`config.mk`:
```
export PLATFORM = sky130hd
export DESIGN_NAME = vehicle_req_cond_flat
export DESIGN_NICKNAME = d
export VERILOG_FILES = /design/src/rtl/vehicle_req_cond_if.sv /design/src/rtl/vehicle_req_cond.sv /design/src/flat_wrapper.sv
export SDC_FILE = /design/constraint.sdc
export NUM_CORES = 1
export LEC_CHECK = 0
export ABC_AREA = 1
export CAP_MARGIN = 20
export CORE_UTILIZATION = 30
export DETAILED_ROUTE_END_ITERATION = 6
export GPL_ROUTABILITY_DRIVEN = 0
export PLACE_DENSITY = 0.52
export SYNTH_ARGS = -nofsm -noshare
export SYNTH_HDL_FRONTEND = slang
export SYNTH_SLANG_ARGS = --single-unit
```
`constraint.sdc`:
```
create_clock -name clk -period 4.5 [get_ports clk]
set_clock_uncertainty 0.15 [all_clocks]
set_input_delay 0.9 -clock clk [delete_from_list [all_inputs] [get_ports clk]]
set_output_delay 0.9 -clock clk [all_outputs]
set_load 0.01 [all_outputs]
```
`src/rtl/vehicle_req_cond_if.sv`:
```
// Handshake bundle between the farm-road sensor conditioner and the light
// controller.
//   sensor_raw : raw loop sensor (async, bouncy)     -> conditioner
//   grant      : farm green is showing               -> conditioner
//   req        : vehicle request (C input)           <- conditioner
//   car_count  : queued cars, saturating at 15       <- conditioner
//   sensor_db  : debounced sensor level              <- conditioner
//   state      : IDLE=00 WAITING=01 REQUEST=10 SERVING=11
interface vehicle_req_cond_if;
  logic       sensor_raw;
  logic       grant;
  logic       req;
  logic [3:0] car_count;
  logic       sensor_db;
  logic [1:0] state;

  modport master (output sensor_raw, grant,
                  input  req, car_count, sensor_db, state);
  modport slave  (input  sensor_raw, grant,
                  output req, car_count, sensor_db, state);
endinterface

```
`src/rtl/vehicle_req_cond.sv`:
```
// Farm-road vehicle request conditioner: synchronizes and debounces the loop
// sensor, counts queued cars, and raises a registered request level toward
// the light controller when enough cars queue or one has waited too long.
//   clk : single clock, rising edge
//   rst : synchronous, active-high
//   bus : vehicle_req_cond_if.slave (sensor_raw, grant in; req, car_count,
//         sensor_db, state out)
module vehicle_req_cond #(
  parameter int DEBOUNCE     = 4,
  parameter int THRESH       = 3,
  parameter int MAX_WAIT     = 20,
  parameter int SERVE_CYCLES = 2
) (
  input  logic             clk,
  input  logic             rst,
  vehicle_req_cond_if.slave bus
);
  typedef enum logic [1:0] {
    IDLE    = 2'b00,
    WAITING = 2'b01,
    REQUEST = 2'b10,
    SERVING = 2'b11
  } state_t;

  localparam logic [3:0] DB_LAST  = 4'(DEBOUNCE - 1);
  localparam logic [3:0] SRV_LAST = 4'(SERVE_CYCLES - 1);
  localparam logic [7:0] WAIT_MAX = 8'(MAX_WAIT);
  localparam logic [4:0] THR      = 5'(THRESH);

  state_t     st;
  logic       sync1, sync2, db, db_q, req_r;
  logic [3:0] stab_cnt, cnt, srv_cnt;
  logic [7:0] wait_t;

  logic arrival, serve_done, dec;
  assign arrival    = db & ~db_q;
  assign serve_done = (st == SERVING) && bus.grant && (srv_cnt == SRV_LAST);
  // A serve slot with an empty queue simply expires; the count never underflows.
  assign dec        = serve_done && (cnt != 4'd0);

  always_ff @(posedge clk) begin
    if (rst) begin
      sync1    <= 1'b0;
      sync2    <= 1'b0;
      stab_cnt <= 4'd0;
      db       <= 1'b0;
      db_q     <= 1'b0;
      cnt      <= 4'd0;
      wait_t   <= 8'd0;
      srv_cnt  <= 4'd0;
      req_r    <= 1'b0;
      st       <= IDLE;
    end else begin
      // sensor path runs in every state
      sync1 <= bus.sensor_raw;
      sync2 <= sync1;
      db_q  <= db;
      if (sync2 == db) begin
        stab_cnt <= 4'd0;
      end else if (stab_cnt == DB_LAST) begin
        db       <= sync2;
        stab_cnt <= 4'd0;
      end else begin
        stab_cnt <= stab_cnt + 4'd1;
      end

      // arrival and departure on the same edge cancel out
      case ({arrival, dec})
        2'b10:   if (cnt != 4'd15) cnt <= cnt + 4'd1;
        2'b01:   cnt <= cnt - 4'd1;
        default: ;
      endcase

      // Held at zero outside WAITING, so every entry starts from zero.
      if (st != WAITING)        wait_t <= 8'd0;
      else if (wait_t != WAIT_MAX) wait_t <= wait_t + 8'd1;

      // Leaving SERVING only happens on grant=0, which clears this too.
      if (st == SERVING && bus.grant) srv_cnt <= serve_done ? 4'd0 : srv_cnt + 4'd1;
      else                            srv_cnt <= 4'd0;

      // req mirrors the next state, so it is a pure flop output
      req_r <= 1'b0;
      case (st)
        IDLE: begin
          if (bus.grant)        st <= SERVING;
          else if (cnt != 4'd0) st <= WAITING;
        end
        WAITING: begin
          if (bus.grant) begin
            st <= SERVING;
          end else if ({1'b0, cnt} >= THR || wait_t == WAIT_MAX) begin
            st    <= REQUEST;
            req_r <= 1'b1;
          end
        end
        REQUEST: begin
          if (bus.grant) st    <= SERVING;
          else           req_r <= 1'b1;
        end
        SERVING: begin
          if (!bus.grant) st <= (cnt != 4'd0) ? WAITING : IDLE;
        end
        default: st <= IDLE;
      endcase
    end
  end

  assign bus.req       = req_r;
  assign bus.car_count = cnt;
  assign bus.sensor_db = db;
  assign bus.state     = st;
endmodule

```
`src/flat_wrapper.sv`:
```
// flat-port wrapper written by rule: the top's interface ports become plain ports
module vehicle_req_cond_flat 
#(
  parameter int DEBOUNCE     = 4,
  parameter int THRESH       = 3,
  parameter int MAX_WAIT     = 20,
  parameter int SERVE_CYCLES = 2
)
  (clk, rst, bus_sensor_raw, bus_grant, bus_req, bus_car_count, bus_sensor_db, bus_state);
  vehicle_req_cond_if bus_i ();
  input  logic clk;
  input  logic rst;
  input wire logic [$bits(bus_i.sensor_raw)-1:0] bus_sensor_raw;
  input wire logic [$bits(bus_i.grant)-1:0] bus_grant;
  output wire logic [$bits(bus_i.req)-1:0] bus_req;
  output wire logic [$bits(bus_i.car_count)-1:0] bus_car_count;
  output wire logic [$bits(bus_i.sensor_db)-1:0] bus_sensor_db;
  output wire logic [$bits(bus_i.state)-1:0] bus_state;
  assign bus_i.sensor_raw = bus_sensor_raw;
  assign bus_i.grant = bus_grant;
  assign bus_req = bus_i.req;
  assign bus_car_count = bus_i.car_count;
  assign bus_sensor_db = bus_i.sensor_db;
  assign bus_state = bus_i.state;
  vehicle_req_cond #(.DEBOUNCE(DEBOUNCE), .THRESH(THRESH), .MAX_WAIT(MAX_WAIT), .SERVE_CYCLES(SERVE_CYCLES)) u_core (.clk(clk), .rst(rst), .bus(bus_i));
endmodule
```
Word-level counts from Yosys, hierarchy flattened
Index checks and enable logic that the tools add are counted.
{"block": "totals", "regBits": 27, "out_inout_bits": 8}
{"block": "classes", "addsub": 5, "order_cmp": 1, "eq_ne": 17, "muxes": 14, "n_bitwise": 4, "n_reduce_logical": 13}
{"operator": "$add A4 B1 Y4 const B", "count": 3}
{"operator": "$mux W2", "count": 6}
{"operator": "$add A8 B1 Y8 const B", "count": 1}
{"operator": "$eq A8 B5 Y1 const B", "count": 1}
{"operator": "$ne A8 B5 Y1 const B", "count": 1}
{"operator": "$pmux W2 S4", "count": 1}
{"operator": "$pmux W4 S2", "count": 1}
{"operator": "$eq A2 B2 Y1 const B", "count": 3}
{"operator": "$ne A3 B2 Y1 const B", "count": 2}
{"operator": "$reduce_or A3 Y1", "count": 2}
{"operator": "$eq A2 B1 Y1 const B", "count": 2}
{"operator": "$eq A4 B1 Y1 const B", "count": 1}
{"operator": "$eq A4 B2 Y1 const B", "count": 1}
{"operator": "$ge A4 B2 Y1 const B", "count": 1}
{"operator": "$mux W1", "count": 4}
{"operator": "$mux W4", "count": 1}
{"operator": "$ne A2 B1 Y1 const B", "count": 2}
{"operator": "$ne A2 B2 Y1 const B", "count": 2}
{"operator": "$ne A4 B4 Y1 const B", "count": 1}
{"operator": "$reduce_and A2 Y1", "count": 2}
{"operator": "$reduce_and A4 Y1", "count": 1}
{"operator": "$reduce_bool A4 Y1", "count": 1}
{"operator": "$sub A4 B1 Y4 const B", "count": 1}
{"operator": "$logic_and A1 B1 Y1", "count": 3}
{"operator": "other kinds (8)", "count": 10}

Longest topological paths before layout
Gate-level depths: netlist of run 1.
{"block": "depth", "word_depth": 7, "depth_mapped": 16}

Worst setup path before layout of run 1
OpenSTA, ideal clock, no wires.
{"block": "synth_timing", "kind": "in2reg", "start": "input port bus_grant", "end": "register u_core.cnt[2] (netlist: u_core.bus.car_count[2])", "t_arrival_ns": 1.790, "t_required_ns": 4.241, "path_slack_ns": 2.452, "cell_stages": 14, "n_path_buf": 0, "path_cell_list": "nand3_2 nor2_4 nand3_2 nand2_1 nand2_1 inv_1 ha_1 inv_1 nand2_1 inv_1 nand2_1 nand3_1 nand2_1 inv_1"}
{"block": "synth_via", "elab_chain_len": 6}
{"item": "start, declared", "line": "flat_wrapper.sv:14", "source": "input wire logic [$bits(bus_i.grant)-1:0] bus_grant;"}
{"item": "$logic_and A1 B1 Y1 (*) (2 in series)", "line": "vehicle_req_cond.sv:37", "source": "assign serve_done = (st == SERVING) && bus.grant && (srv_cnt == SRV_LAST);"}
{"item": "$logic_and A1 B1 Y1 (*)", "line": "vehicle_req_cond.sv:39", "source": "assign dec = serve_done && (cnt != 4'd0);"}
{"item": "$eq A2 B2 Y1 or $eq A2 B1 Y1 (tied branches)", "line": "vehicle_req_cond.sv:68", "source": "case ({arrival, dec})"}
{"item": "$ne A2 B1 Y1 (no source line) or $reduce_bool A2 Y1 (tied branches)"}
{"item": "$reduce_and A2 Y1 (no source line)"}
{"item": "end signal, assigned", "line": "vehicle_req_cond.sv:69", "source": "2'b10: if (cnt != 4'd15) cnt <= cnt + 4'd1;"}
{"item": "end signal, assigned", "line": "vehicle_req_cond.sv:70", "source": "2'b01: cnt <= cnt - 4'd1;"}
{"item": "end, declared", "line": "vehicle_req_cond.sv:32", "source": "logic [3:0] stab_cnt, cnt, srv_cnt;"}
Every way passes the cells marked *; elsewhere a longest branch is shown, timed or not.
A chain may end at the register's enable or synchronous reset.

Worst setup path in the final report of run 1
Ends and elaborated chain as after synthesis.

==> results of run 1 <==
==> metal layers <==
layer	wire length [um]	track usage
met1	1260	0.146
met5	0	0
met3	66	0.0188
met4	19	0.0467
met2	1090	0.181
==> where the power goes <==
group          total (mW)  internal (mW)  switching, mW  leakage (nW)
Combinational       0.145         0.0640         0.0810         0.444
Clock               0.145         0.0630         0.0818        0.0217
Sequential          0.265          0.253         0.0118         0.219
Total               0.554          0.380          0.175         0.684
==> worst max-delay path, cell delays in order <==
cell and delay, ps:
clkdlybuf4s50_1 600, nand3_2 140, nor2_4 130, nand3_2 120
nand2_1 80, nand2_1 40, inv_1 50, ha_1 130
inv_1 30, nand2_1 70, inv_1 40, nand2_1 50
nand3_1 60, nand2_1 60, inv_1 30
==> how the worst max path moves through the flow <==
stage / slack (ps) / endpoint / from
after global routing: 1800 / u_core.bus.car_count[2] / bus_grant
after detailed placement: 1700 / u_core.bus.car_count[2] / bus_grant
after floorplan: 2450 / u_core.bus.car_count[2] / bus_grant
after global placement: 1750 / u_core.bus.car_count[2] / bus_grant
after CTS: 2010 / u_core.bus.car_count[2] / bus_grant
final: 2010 / u_core.bus.car_count[2] / bus_grant
==> state kept, by name, summed over array words and instances, names as in the netlist <==
register / count
u_core.sync1: 1
u_core.db_q: 1
u_core.bus.req: 1
u_core.sync2: 1
u_core.bus.state: 2
u_core.srv_cnt: 4
u_core.stab_cnt: 4
u_core.wait_t: 8
u_core.bus.car_count: 4
u_core.bus.sensor_db: 1
==> synthesized netlist by cell type, drive strengths merged (3+ instances only) <==
master and count:
o21ai 9, dfxtp 27, nand3 14, nor3b 3, a21oi 15, ha 11
nand4 3, or2 4, nor2 26, inv 34, nand2 34
==> cell families after synthesis <==
group,share of synthesized area
AOI/OAI and AO/OA,0.0922
xor gates and xnor gates,0.0253
adders and majority gates,0.0995
buffers and inverters,0.0922
DFF,0.391
muxes,0.00814
and+or+nand+nor,0.292
==> layout make-up <==
type | count | area (sq um)
multi-input combinational | 128 | 716
timing repair buffer | 11 | 110
sequential | 27 | 541
clock buffer | 3 | 41.3
inverter | 34 | 128
fill | 467 | 2780
tap | 52 | 65.1
clock inverter | 1 | 7.51
==> impl_metrics.ini, run 1 <==
[clocking]
cts-root-buf = clkbuf_8
cts_buffer_depth = 2
cts_setup_buffers = 0
htree_levels = 1
insertion_delay_ps = 280
holdBufCountCts = 0
numCtsBuffers = 3
clock-sinks = 27
clk_pin_slew_worst_paths_ps = 100
cts_tree = done
postCtsResizedCells = 0

[job]
maxCapViolations = 0

[logic_synthesis]
syn_inst = 189
syn_area_per_cell_sq_um = 7.32
synth_fp_nets = 204
synth_area_leaders = dfxtp_1 39%, ha_1 9.9%, inv_1 9.2%, nand2_1 9.0%, nor2_1 6.8%
yosysWarnings = 0
async_reset_ff_frac = 0
synth.cell_area_sq_um = 1380
netlist.area_leader.share = 0.391
synth_edf_count = 0
ys_types = 22
synth_flop_cell = dfxtp_1
ys_seq_area_frac = 0.391
synth_area_leader_cell = dfxtp_1
ys_ff_latch = 27

[place]
hpwl_um = 1890
dpl.cell_count = 252
dp_slack_ps = 1700
placed_area_sq_um = 1560
io_buffers = 11

[detailed_routing]
wl_um = 2440
avgRoutedWirePerCell_um = 9.52
drt_iter0_markers = 35
antenna_left = 0
post-route-drc-count = 0
vias_per_cell = 4.41
dr_total_vias = 1129
drt-pass1-iter-count = 4

[cells_and_area]
final_cell_mix = 34 x inv_1, 33 x nand2_1, 27 x dfxtp_1, 25 x nor2_1, 15 x a21oi_1
diodes = 0
num-nets-final = 220
fin_util = 0.367
syn_to_final_growth_pct = 16.2
final_cells = 256
drive_gt1_frac = 0.0637
final_common_cell = inv_1
design_area_sq_um = 1610

[timing]
hold_viol_final = 0
setup_tns_ps = 0
finalSetupViolCount = 0
worst_slew_pin_slew_ps = 459
whs_ps = 261
max_slew_margin = 0.691
period_share = 0.553
rsz0062_at_grt = no
clock.fmax_ghz = 0.402
post-route-min-period_ps = 2490
slew_viol_final = 0
final.setup.worst_slack_ps = 2010

[critical_path]
cp_max_fo = 7
r2r_setup_slack_ps = 2640
cp-start-kind = input port
cp-end-kind = flip-flop
r2r_cells = 15
cp.required_ps = 4540
worstSetupPathType = in2reg
r2r_start = u_core.bus.state[0]
cp.arrival_ps = 2520
r2r-end = u_core.bus.car_count[2]

[grt]
grt_pass1_vias = 1078
track_usage = 0.111
grt_pass1_wl_um = 4400
grt_max_degree = 17
antenna_found_initial = 0
overflow = 0

[die]
die_w_um = 69.9
fp-row-count = 24
core_sq_um = 4380
initial_core_util = 0.316
die_h_um = 69.9
die-area_sq_um = 4890
ios = 12

[power]
powerDensity_nw_per_um2 = 345
power.leakage_nw = 0.684
ir_worst_vdd_mv = 0.160
p_total_mw = 0.554

[worst_hold_path]
hold_start = u_core.sync1
min_to = u_core.sync2
min_path_type = reg2reg
min_delay_path_depth = 2

[outcome]
status = completed
No activity file was read; power rests on OpenSTA's default activity.
==> run 2: changes to the inputs <==
clock period = 2.29 ns   (was 4.5 ns; I/O delays follow)
==> impl_metrics.ini, run 2 (synthesis results as in run 1) <==
[grt]
overflow = 0
grt_max_degree = 17
antenna_found_initial = 0
track_usage = 0.112
grt_pass1_wl_um = 4450
grt_pass1_vias = 1020

[timing]
slew_viol_final = 0
whs_ps = 255
rsz0062_at_grt = no
setup_tns_ps = 0
post-route-min-period_ps = 1890
period_share = 0.827
clock.fmax_ghz = 0.528
finalSetupViolCount = 0
max_slew_margin = 0.774
final.setup.worst_slack_ps = 397
hold_viol_final = 0
worst_slew_pin_slew_ps = 335

[place]
dpl.cell_count = 256
placed_area_sq_um = 1590
dp_slack_ps = 87.6
hpwl_um = 1890
io_buffers = 11

[clocking]
clock-sinks = 27
insertion_delay_ps = 270
holdBufCountCts = 0
cts_setup_buffers = 0
clk_pin_slew_worst_paths_ps = 100
cts_tree = done
htree_levels = 1
cts_buffer_depth = 2
cts-root-buf = clkbuf_8
numCtsBuffers = 3
postCtsResizedCells = 0

[critical_path]
cp-end-kind = output pin
critical-path-max-stage-delay_ps = 570
worst_path_max_delay_cell = clkdlybuf4s50_1
r2r_start = u_core.bus.state[0]
cp-start-kind = flip-flop
cp.buffers_inverters = 1
crit_start = u_core.bus.car_count[0]
path_delay_family = buffers and inverters
crit_chain = clkdlybuf4s50_1
cp.required_ps = 1680
cp.arrival_ps = 1280
cp_max_fo = 6
worstSetupPathType = reg2out

[die]
ios = 12
die-area_sq_um = 4890
die_w_um = 69.9
core_sq_um = 4380
fp-row-count = 24
die_h_um = 69.9
initial_core_util = 0.316

[detailed_routing]
wl_um = 2410
antenna_left = 0
post-route-drc-count = 0
vias_per_cell = 4.24
drt_iter0_markers = 44
dr_total_vias = 1103
drt-pass1-iter-count = 2
avgRoutedWirePerCell_um = 9.28

[cells_and_area]
fin_util = 0.374
syn_to_final_growth_pct = 18.4
final_cells = 260
fillerInstances = 473
largest_reg_flops = 8
final_cell_mix = 34 x inv_1, 33 x nand2_1, 27 x dfxtp_1, 25 x nor2_1, 15 x a21oi_1
num-nets-final = 224
top_register = u_core.wait_t
final_common_cell = inv_1
regArea_sq_um = 541
multi_input_area_sq_um = 716
diodes = 0
design_area_sq_um = 1640
drive_gt1_frac = 0.0817

[outcome]
status = completed

[power]
power.leakage_nw = 0.702
powerDensity_nw_per_um2 = 665
ir_worst_vdd_mv = 0.296
p_total_mw = 1.09

[job]
maxCapViolations = 0

[worst_hold_path]
hold_start = u_core.sync1
min_path_type = reg2reg
-- run 2: worst paths after layout --
check,to,slack (ps),cells after the start
max,bus_car_count[0],400,1
min,u_core.sync2,250,2
max reg2reg,u_core.bus.car_count[2],420,13
min reg2reg,u_core.sync2,250,2
-- run 2: worst register-to-register path, stage by stage, from the launching register on --
cell and delay, ps:
dfxtp_1 390, ha_1 250, nand3_2 130, nor2_4 140, nand4_1 120, nand2_1 90, inv_1 40, ha_1 160
inv_1 50, nand2_1 60, nand2_1 70, nand3_1 70, nand2_1 50, inv_1 30
-- run 2: layer usage --
layer  wire length, um  share of wire  global-route usage  vias to the layer above
met5                 0              0                   0                        -
met4                14         0.0058              0.0400                        0
met3                45          0.019              0.0188                        2
met2              1030           0.43               0.181                        7
met1              1320           0.55               0.152                      466
li1                  -              -                   -                      628
-- run 2: area by class of cell --
class	count	area share
Timing Repair Buffer	15	0.0856
Clock inverter	1	0.00458
Inverter	34	0.0779
Multi-Input combinational cell	128	0.437
Tap cell	52	0.0397
Clock buffer	3	0.0252
Sequential cell	27	0.330
-- run 2: report_power, final --
part | leakage [nW] | total, mW | switching [mW] | internal, mW
Clock | 0.0217 | 0.280 | 0.157 | 0.123
Sequential | 0.219 | 0.519 | 0.0227 | 0.497
Combinational | 0.462 | 0.291 | 0.160 | 0.130
Total | 0.702 | 1.09 | 0.340 | 0.750
